File: src/rtl/colour_bbox.sv
// Colour-window classifier with per-frame bounding-box accumulation.
// Re-emits the pixel stream one cycle later, recoloured for on-screen debug.
module colour_bbox #(
    parameter int IMAGE_W    = 640,
    parameter int IMAGE_H    = 480,
    parameter int R_MIN      = 200,
    parameter int R_MAX      = 255,
    parameter int G_MIN      = 0,
    parameter int G_MAX      = 80,
    parameter int B_MIN      = 0,
    parameter int B_MAX      = 80,
    parameter int MIN_PIXELS = 16,
    parameter bit HIGHLIGHT  = 1'b1
) (
    input  logic        clk,
    input  logic        rst,
    input  logic        valid,
    input  logic [7:0]  r_in,
    input  logic [7:0]  g_in,
    input  logic [7:0]  b_in,
    input  logic [10:0] x_in,
    input  logic [10:0] y_in,
    output logic        valid_out,
    output logic [7:0]  r_out,
    output logic [7:0]  g_out,
    output logic [7:0]  b_out,
    output logic [10:0] x_out,
    output logic [10:0] y_out,
    output logic        box_valid,
    output logic        box_found,
    output logic [10:0] box_x_min,
    output logic [10:0] box_x_max,
    output logic [10:0] box_y_min,
    output logic [10:0] box_y_max,
    output logic [19:0] box_count
);

    typedef enum logic [1:0] {S_IDLE, S_ACCUM, S_PUBLISH} state_e;

    // Signed int compares keep the window checks free of constant-compare lint
    // when a bound sits at the edge of the 8-bit range.
    function automatic logic in_win(input logic [7:0] v, input int lo, input int hi);
        return (int'(v) >= lo) && (int'(v) <= hi);
    endfunction

    state_e      state_q, state_d;
    logic [10:0] acc_xmin_q, acc_xmin_d, acc_xmax_q, acc_xmax_d;
    logic [10:0] acc_ymin_q, acc_ymin_d, acc_ymax_q, acc_ymax_d;
    logic [19:0] acc_cnt_q, acc_cnt_d;
    logic        bv_q, bv_d, bf_q, bf_d;
    logic [10:0] bxmin_q, bxmin_d, bxmax_q, bxmax_d, bymin_q, bymin_d, bymax_q, bymax_d;
    logic [19:0] bcnt_q, bcnt_d;
    logic        vld_q;
    logic [10:0] xo_q, yo_q;
    logic [7:0]  ro_q, ro_d, go_q, go_d, bo_q, bo_d;

    logic in_range, colour_ok, match, start_px, end_px, publish, on_perim;

    assign in_range  = (int'(x_in) < IMAGE_W) && (int'(y_in) < IMAGE_H);
    assign colour_ok = in_win(r_in, R_MIN, R_MAX) && in_win(g_in, G_MIN, G_MAX) &&
                       in_win(b_in, B_MIN, B_MAX);
    assign match     = valid && in_range && colour_ok;
    assign start_px  = valid && (x_in == 11'd0) && (y_in == 11'd0);
    assign end_px    = valid && (int'(x_in) == IMAGE_W - 1) && (int'(y_in) == IMAGE_H - 1);
    assign publish   = (state_q == S_ACCUM) && end_px && !start_px;

    assign on_perim = (((x_in == bxmin_q) || (x_in == bxmax_q)) &&
                       (y_in >= bymin_q) && (y_in <= bymax_q)) ||
                      (((y_in == bymin_q) || (y_in == bymax_q)) &&
                       (x_in >= bxmin_q) && (x_in <= bxmax_q));

    always_ff @(posedge clk or negedge rst) begin
        if (!rst) state_q <= S_IDLE;
        else      state_q <= state_d;
    end

    always_comb begin
        state_d = state_q;
        case (state_q)
            S_IDLE:    if (start_px) state_d = S_ACCUM;
            S_ACCUM:   if (start_px) state_d = S_ACCUM;
                       else if (end_px) state_d = S_PUBLISH;
            S_PUBLISH: state_d = start_px ? S_ACCUM : S_IDLE;
            default:   state_d = S_IDLE;
        endcase
    end

    always_comb begin
        acc_xmin_d = acc_xmin_q;
        acc_xmax_d = acc_xmax_q;
        acc_ymin_d = acc_ymin_q;
        acc_ymax_d = acc_ymax_q;
        acc_cnt_d  = acc_cnt_q;
        // A start pixel seeds the accumulators from itself, discarding any partial frame.
        if (start_px) begin
            acc_xmin_d = match ? 11'd0 : 11'h7FF;
            acc_ymin_d = match ? 11'd0 : 11'h7FF;
            acc_xmax_d = 11'd0;
            acc_ymax_d = 11'd0;
            acc_cnt_d  = match ? 20'd1 : 20'd0;
        end else if ((state_q == S_ACCUM) && match) begin
            if (x_in < acc_xmin_q) acc_xmin_d = x_in;
            if (x_in > acc_xmax_q) acc_xmax_d = x_in;
            if (y_in < acc_ymin_q) acc_ymin_d = y_in;
            if (y_in > acc_ymax_q) acc_ymax_d = y_in;
            if (acc_cnt_q != 20'hFFFFF) acc_cnt_d = acc_cnt_q + 20'd1;
        end

        bv_d    = publish;
        bf_d    = bf_q;
        bxmin_d = bxmin_q;
        bxmax_d = bxmax_q;
        bymin_d = bymin_q;
        bymax_d = bymax_q;
        bcnt_d  = bcnt_q;
        if (publish) begin
            bf_d    = (int'(acc_cnt_d) >= MIN_PIXELS);
            bcnt_d  = acc_cnt_d;
            bxmin_d = bf_d ? acc_xmin_d : 11'd0;
            bxmax_d = bf_d ? acc_xmax_d : 11'd0;
            bymin_d = bf_d ? acc_ymin_d : 11'd0;
            bymax_d = bf_d ? acc_ymax_d : 11'd0;
        end

        ro_d = ro_q;
        go_d = go_q;
        bo_d = bo_q;
        if (valid) begin
            if (HIGHLIGHT && match) begin
                ro_d = 8'hFF; go_d = 8'h00; bo_d = 8'hFF;
            end else if (HIGHLIGHT && bf_q && on_perim) begin
                ro_d = 8'h00; go_d = 8'hFF; bo_d = 8'h00;
            end else begin
                ro_d = r_in; go_d = g_in; bo_d = b_in;
            end
        end
    end

    always_ff @(posedge clk or negedge rst) begin
        if (!rst) begin
            acc_xmin_q <= 11'h7FF;
            acc_xmax_q <= '0;
            acc_ymin_q <= 11'h7FF;
            acc_ymax_q <= '0;
            acc_cnt_q  <= '0;
            bv_q       <= 1'b0;
            bf_q       <= 1'b0;
            bxmin_q    <= '0;
            bxmax_q    <= '0;
            bymin_q    <= '0;
            bymax_q    <= '0;
            bcnt_q     <= '0;
            vld_q      <= 1'b0;
            xo_q       <= '0;
            yo_q       <= '0;
            ro_q       <= '0;
            go_q       <= '0;
            bo_q       <= '0;
        end else begin
            acc_xmin_q <= acc_xmin_d;
            acc_xmax_q <= acc_xmax_d;
            acc_ymin_q <= acc_ymin_d;
            acc_ymax_q <= acc_ymax_d;
            acc_cnt_q  <= acc_cnt_d;
            bv_q       <= bv_d;
            bf_q       <= bf_d;
            bxmin_q    <= bxmin_d;
            bxmax_q    <= bxmax_d;
            bymin_q    <= bymin_d;
            bymax_q    <= bymax_d;
            bcnt_q     <= bcnt_d;
            vld_q      <= valid;
            xo_q       <= x_in;
            yo_q       <= y_in;
            ro_q       <= ro_d;
            go_q       <= go_d;
            bo_q       <= bo_d;
        end
    end

    assign valid_out = vld_q;
    assign x_out     = xo_q;
    assign y_out     = yo_q;
    assign r_out     = ro_q;
    assign g_out     = go_q;
    assign b_out     = bo_q;
    assign box_valid = bv_q;
    assign box_found = bf_q;
    assign box_x_min = bxmin_q;
    assign box_x_max = bxmax_q;
    assign box_y_min = bymin_q;
    assign box_y_max = bymax_q;
    assign box_count = bcnt_q;

endmodule

File: config.mk
export PLATFORM = sky130hd
export DESIGN_NAME = colour_bbox
export DESIGN_NICKNAME = d
export VERILOG_FILES = /design/src/rtl/colour_bbox.sv
export SDC_FILE = /design/constraint.sdc
export NUM_CORES = 1
export LEC_CHECK = 0
export BUFFER_PORTS_ARGS = -buffer_cell sky130_fd_sc_hd__buf_2
export CORE_MARGIN = 2
export CORE_UTILIZATION = 40
export DETAILED_ROUTE_END_ITERATION = 12
export GPL_TIMING_DRIVEN = 0
export HOLD_SLACK_MARGIN = 0.1
export PLACE_DENSITY = 0.59
export SETUP_SLACK_MARGIN = 0.5
export SLEW_MARGIN = 20
export SYNTH_ARGS = -nofsm -noshare
export SYNTH_HDL_FRONTEND = slang
export SYNTH_SLANG_ARGS = --single-unit
File: constraint.sdc
create_clock -name clk -period 3.2 [get_ports clk]
set_input_delay 0.16 -clock clk [delete_from_list [all_inputs] [get_ports clk]]
set_output_delay 0.16 -clock clk [all_outputs]
set_load 0.05 [all_outputs]
**Word level (Yosys, flattened, before mapping)**

Index checks and enable logic that the tools add are counted.

- Bits in registers: 179
- Input bits: 49

- Add/subtract/negate cells: 1
- Magnitude comparators: 14
- Equal/unequal tests: 11
- Mux-type cells: 32
- Reduce and logical (&&, ||, !) cells: 25

Operators by type and width:

| operator | number |
|---|---|
| $mux 11 | 17 |
| $mux 20 | 3 |
| $mux 8 | 6 |
| $eq 11x11->1 | 4 |
| $ge 11x11->1 | 2 |
| $gt 11x11->1 | 2 |
| $le 11x11->1 | 2 |
| $logic_not 11->1 | 2 |
| $lt 11x11->1 | 2 |
| $add 20x1->20 const B | 1 |
| $ge 20x5->1 const B | 1 |
| $ne 20x20->1 const B | 1 |
| $logic_and 1x1->1 | 17 |
| $le 8x7->1 const B | 2 |
| $eq 11x10->1 const B | 1 |
| $eq 11x11->1 const B | 1 |
| $lt 11x10->1 const B | 1 |
| $lt 11x9->1 const B | 1 |
| $ge 8x8->1 const B | 1 |
| $mux 2 | 3 |
| $pmux 2 s3 | 1 |
| $logic_or 1x1->1 | 3 |
| $ne 3x3->1 const B | 1 |
| $eq 2x1->1 const B | 1 |
| 6 further kinds | 7 |

**Depth between registers and ports, before layout**

- Word-level depth: 9
- Depth in mapped cells: 11
- Gate-level depth less buffers: 10

**Least setup slack after synthesis**

OpenSTA, ideal clock, no wires.

- Kind: register to register
- Start point: register acc_cnt_q[0]
- End point: register bxmin_q[1], in the netlist box_x_min[1]
- Setup time: 0.141 ns
- Arrival time: 3.184 ns
- Required time: 3.059 ns
- Setup slack: -0.125 ns
- Cell stages (with the launch flop): 11
- Clock period less this slack: 3.325 ns
- Cells stage by stage: dfrtp_1 > ha_1 > nand3_1 > or3_1 > o21ai_0 > or3_1 > o211ai_1 > or4b_4 > a2111oi_4 > buf_6 > a211oi_2

- Cells in the longest elaborated chain, start to end: 6

Ends and longest elaborated chain:

| item | RTL line | text |
|---|---|---|
| start: declaration | 49 | `logic [19:0] acc_cnt_q, acc_cnt_d;` |
| start signal: assignment | 164 | `acc_cnt_q <= acc_cnt_d;` |
| $add 20x1->20 / $ne 20x20->1 (equally long branches) | 106 | `if (acc_cnt_q != 20'hFFFFF) acc_cnt_d = acc_cnt_q + 20'd1;` |
| $mux 20 | 106 |  |
| $mux 20 * | 101 | `end else if ((state_q == S_ACCUM) && match) begin` |
| $mux 20 * | 95 | `if (start_px) begin` |
| $ge 20x5->1 * | 117 | `bf_d = (int'(acc_cnt_d) >= MIN_PIXELS);` |
| $mux 11 * | 119 | `bxmin_d = bf_d ? acc_xmin_d : 11'd0;` |
| end signal: assignment | 167 | `bxmin_q <= bxmin_d;` |
| end: declaration | 51 | `logic [10:0] bxmin_q, bxmin_d, bxmax_q, bxmax_d, bymin_q, bymin_d, bymax_q, bymax_d;` |

Every way passes the cells marked *; elsewhere a longest branch is shown, timed or not.
A chain may end at the register's enable or synchronous reset.

**Final worst setup path**

- Start point: input x_in[10]
- End point: register bxmin_q[1], in the netlist box_x_min[1]

- Cells in the longest elaborated chain, start to end: 9

Ends and longest elaborated chain:

| item | RTL line | text |
|---|---|---|
| start: declaration | 21 | `input logic [10:0] x_in,` |
| $lt 11x10->1 | 59 | `assign in_range = (int'(x_in) < IMAGE_W) && (int'(y_in) < IMAGE_H);` |
| $logic_and 1x1->1 | 59 |  |
| $logic_and 1x1->1 (2 in series) | 62 | `assign match = valid && in_range && colour_ok;` |
| $logic_and 1x1->1 | 101 |  |
| $mux 20 | 101 |  |
| $mux 20 | 95 |  |
| $ge 20x5->1 | 117 |  |
| $mux 11 | 119 |  |

Several ways; a longest one is shown, not always the timed one.

==> impl_metrics.env <==
export IMPL_run_status="finished, final reports clean"
export IMPL_routed_wl_um=30460
export IMPL_critPathCaptureType="register"
export IMPL_grt_busiest_layer="met2"
export IMPL_worstMarginPinSlew_ns=0.8181
export IMPL_dp_cells=1503
export IMPL_drc=0
export IMPL_vias=8735
export IMPL_fin_hold_ws_ns=0.1315
export IMPL_clk_pin_slew_ns=0.07
export IMPL_syn_avg_cell_area_um2=9.717
export IMPL_gp_congestion=0.8782
export IMPL_grt_pass1_wl_um=47750
export IMPL_async_flop_share_pct=100.0
export IMPL_setup_viol=0
export IMPL_grt_overflow_total=0
export IMPL_syn_to_final_growth_pct=28.70
export IMPL_die_h_um=161.2
export IMPL_clock_latency_ns=0.44
export IMPL_grt_util_met3_pct=3.852
export IMPL_grtUsageMet1_pct=32.76
export IMPL_ys_ff_latch=179
export IMPL_ys_seq_area_share_pct=45.61
export IMPL_path_cells="buf_2, or4b_4, nor3_4, nand4_1, and4b_1, o211ai_1, or4b_4, a2111oi_4, buf_6, clkbuf_16, a211oi_2"
export IMPL_critPathBufInv=3
export IMPL_antennaDiodeCount=0
export IMPL_slowest_stage="or4b_4"
export IMPL_min_period_ns=3.084
export IMPL_startpoint_type="primary input"
export IMPL_met2_usage_pct=38.74
export IMPL_required_ns=3.50
export IMPL_mostFrequentLayoutCell="buf_2"
export IMPL_track_usage_pct=23.81
export IMPL_fmax_mhz=324.3
export IMPL_min_path_cells=3
export IMPL_firstDrtPassIters=4
export IMPL_slew_violations=0
export IMPL_die_w_um=161.2
export IMPL_clock_root_buffer="clkbuf_16"
export IMPL_rsz0062_at_grt="yes"
export IMPL_syn_area_mm2=0.009882
export IMPL_cp_top_family="simple AND/OR/NAND/NOR gates"
export IMPL_reg2regPathDepth=11
export IMPL_slew_headroom_pct=45.46
export IMPL_cts_buffer_depth=2
export IMPL_dieArea_mm2=0.02598
export IMPL_holdCritPathClass="primary input to register"
export IMPL_fin_crit_sh_pct=96.36
export IMPL_cts_tree="built"
export IMPL_routedWlPerCell_um=18.89
export IMPL_coreArea_mm2=0.02432
export IMPL_path_common_cell="or4b_4"
export IMPL_synth_nets=1153
export IMPL_ys_warn_count=0
export IMPL_fin_cells=1612
export IMPL_fillCellCount=2281
export IMPL_h_tree_depth=4
export IMPL_hold_violations=0
export IMPL_crit_fanout=7
export IMPL_cp_depth=11
export IMPL_ant_nets=0
export IMPL_nNetsFinal=1411
export IMPL_dp_hpwl_um=21270
export IMPL_power_density_mw_per_mm2=388.3
export IMPL_synthFlopType="dfrtp_1"
export IMPL_cap_violations=0
export IMPL_ioPinCount=162
export IMPL_syn_inst=1017
export IMPL_grt_pass1_vias=8705
export IMPL_p_leak_nw=5.800
export IMPL_start_util_pct=40.63
export IMPL_port_buffers=161
export IMPL_cts_buffers=17
export IMPL_critPathMaxStageDelay_ns=0.60
export IMPL_layout_common_cells="164 x buf_2, 155 x dfrtp_1, 102 x nand2_1"
export IMPL_crit_arrival_ns=3.38
export IMPL_drt_iter0_markers=437
export IMPL_ir_drop_uv=279.1
export IMPL_rows=57
export IMPL_cts_sinks=179
export IMPL_timing_worst_setup_path_type="primary input to register"
export IMPL_ys_types=61
export IMPL_grt_max_degree=92
export IMPL_fin_worst_skew_ns=0.01092
export IMPL_synth_edf_count=0
export IMPL_antenna_found_initial=0
export IMPL_viasPerCell=5.419
export IMPL_drive_above_1_share_pct=26.55
==> where the power goes <==
group / total (W) / switching [W] / internal [W]
clock: 0.00202 / 0.000963 / 0.00106
combinational: 0.000597 / 0.000405 / 0.000191
sequential: 0.00232 / 0.0000166 / 0.00230
==> final timing paths <==
kind,to,start,slack [ns]
setup / recovery,box_x_min[1],x_in[10],0.12
hold / removal,acc_ymax_q[0],y_in[0],0.13
setup reg to reg,box_x_min[1],acc_cnt_q[0],0.14
hold reg to reg,box_count[13],box_count[13],0.47
max in group asynchronous,acc_xmin_q[4],rst,1.92
min in group asynchronous,y_out[2],rst,0.32
==> per-layer routing <==
metal  up-vias  routed length [µm]  share of wire (%)
li1       4132                   -                  -
met1      4330               14150                 46
met2       226               14340                 47
met3        47                1323                4.3
met4         0                 637                2.1
met5         -                   0                  0
==> metrics by stage <==
stage,total power [W],setup TNS (ns),util (%),worst slack (ns),instance area (µm²)
floorplan,0.002675,0,-,0.06661,9951
global placement,0.002891,-208.63,45.90,-1.385,11160
global route,0.005134,0,52.30,0.06251,12720
CTS,0.004987,0,51.57,0.09974,12540
detailed placement,0.002904,-48.62,46.05,-0.8079,11200
finish,0.004938,0,52.30,0.1164,12720
==> cell type report <==
| class | count | area, µm² | share of cell area, % |
|---|---|---|---|
| Inverter | 90 | 337.8 | 2.656 |
| Sequential cell | 179 | 4509 | 35.46 |
| Clock buffer | 21 | 460.4 | 3.620 |
| Tap cell | 324 | 405.4 | 3.187 |
| Clock inverter | 11 | 93.84 | 0.7378 |
| Buffer | 41 | 270.3 | 2.125 |
| Timing Repair Buffer | 239 | 1590 | 12.50 |
| Multi-Input combinational cell | 707 | 5051 | 39.71 |
==> worst min-delay path: stages <==
cell and delay, ns:
buf_2 0.16, mux2i_1 0.14, nor2_1 0.07
==> synth_stat cells (19+ instances only) <==
cell      instances  area share (%)
o21ai_0          33             1.7
nand3_1          24             1.2
nand2_1         103             3.9
dfstp_2          22             5.8
a21oi_2          19             1.7
inv_1            90             3.4
nand4_1          28             1.8
clkbuf_1         30             1.1
a211oi_1         23             1.7
nor2b_1          19             1.2
ha_1             87              11
nor2_1           99             3.8
nor3_1           34             1.7
a21oi_1          39             2.0
mux2i_1          29             2.9
dfrtp_1         157              40
==> cell families (layout without fill, tap and decap cells) <==
kind of cell	count (synthesis)	after routing	share of synthesized area [%]
AOI/OAI and AO/OA	210	210	15.73
and+or+nand+nor	367	367	18.07
muxes	33	33	3.393
xor gates and xnor gates	10	10	0.8863
adders and majority gates	87	87	11.02
buffers and inverters	131	402	5.305
DFF	179	179	45.61
==> timing repair <==
item                                    in CTS  in global routing
hold buffers                                51                  0
gates resized for setup                     36                 39
setup buffers                               16                  8
pin swaps                                   16                 24
endpoints found under the hold margin      136                  0
gates cloned                                 1                  1
endpoints found under the setup margin     141                109
Note: power is estimated with default switching activity, not from simulation.
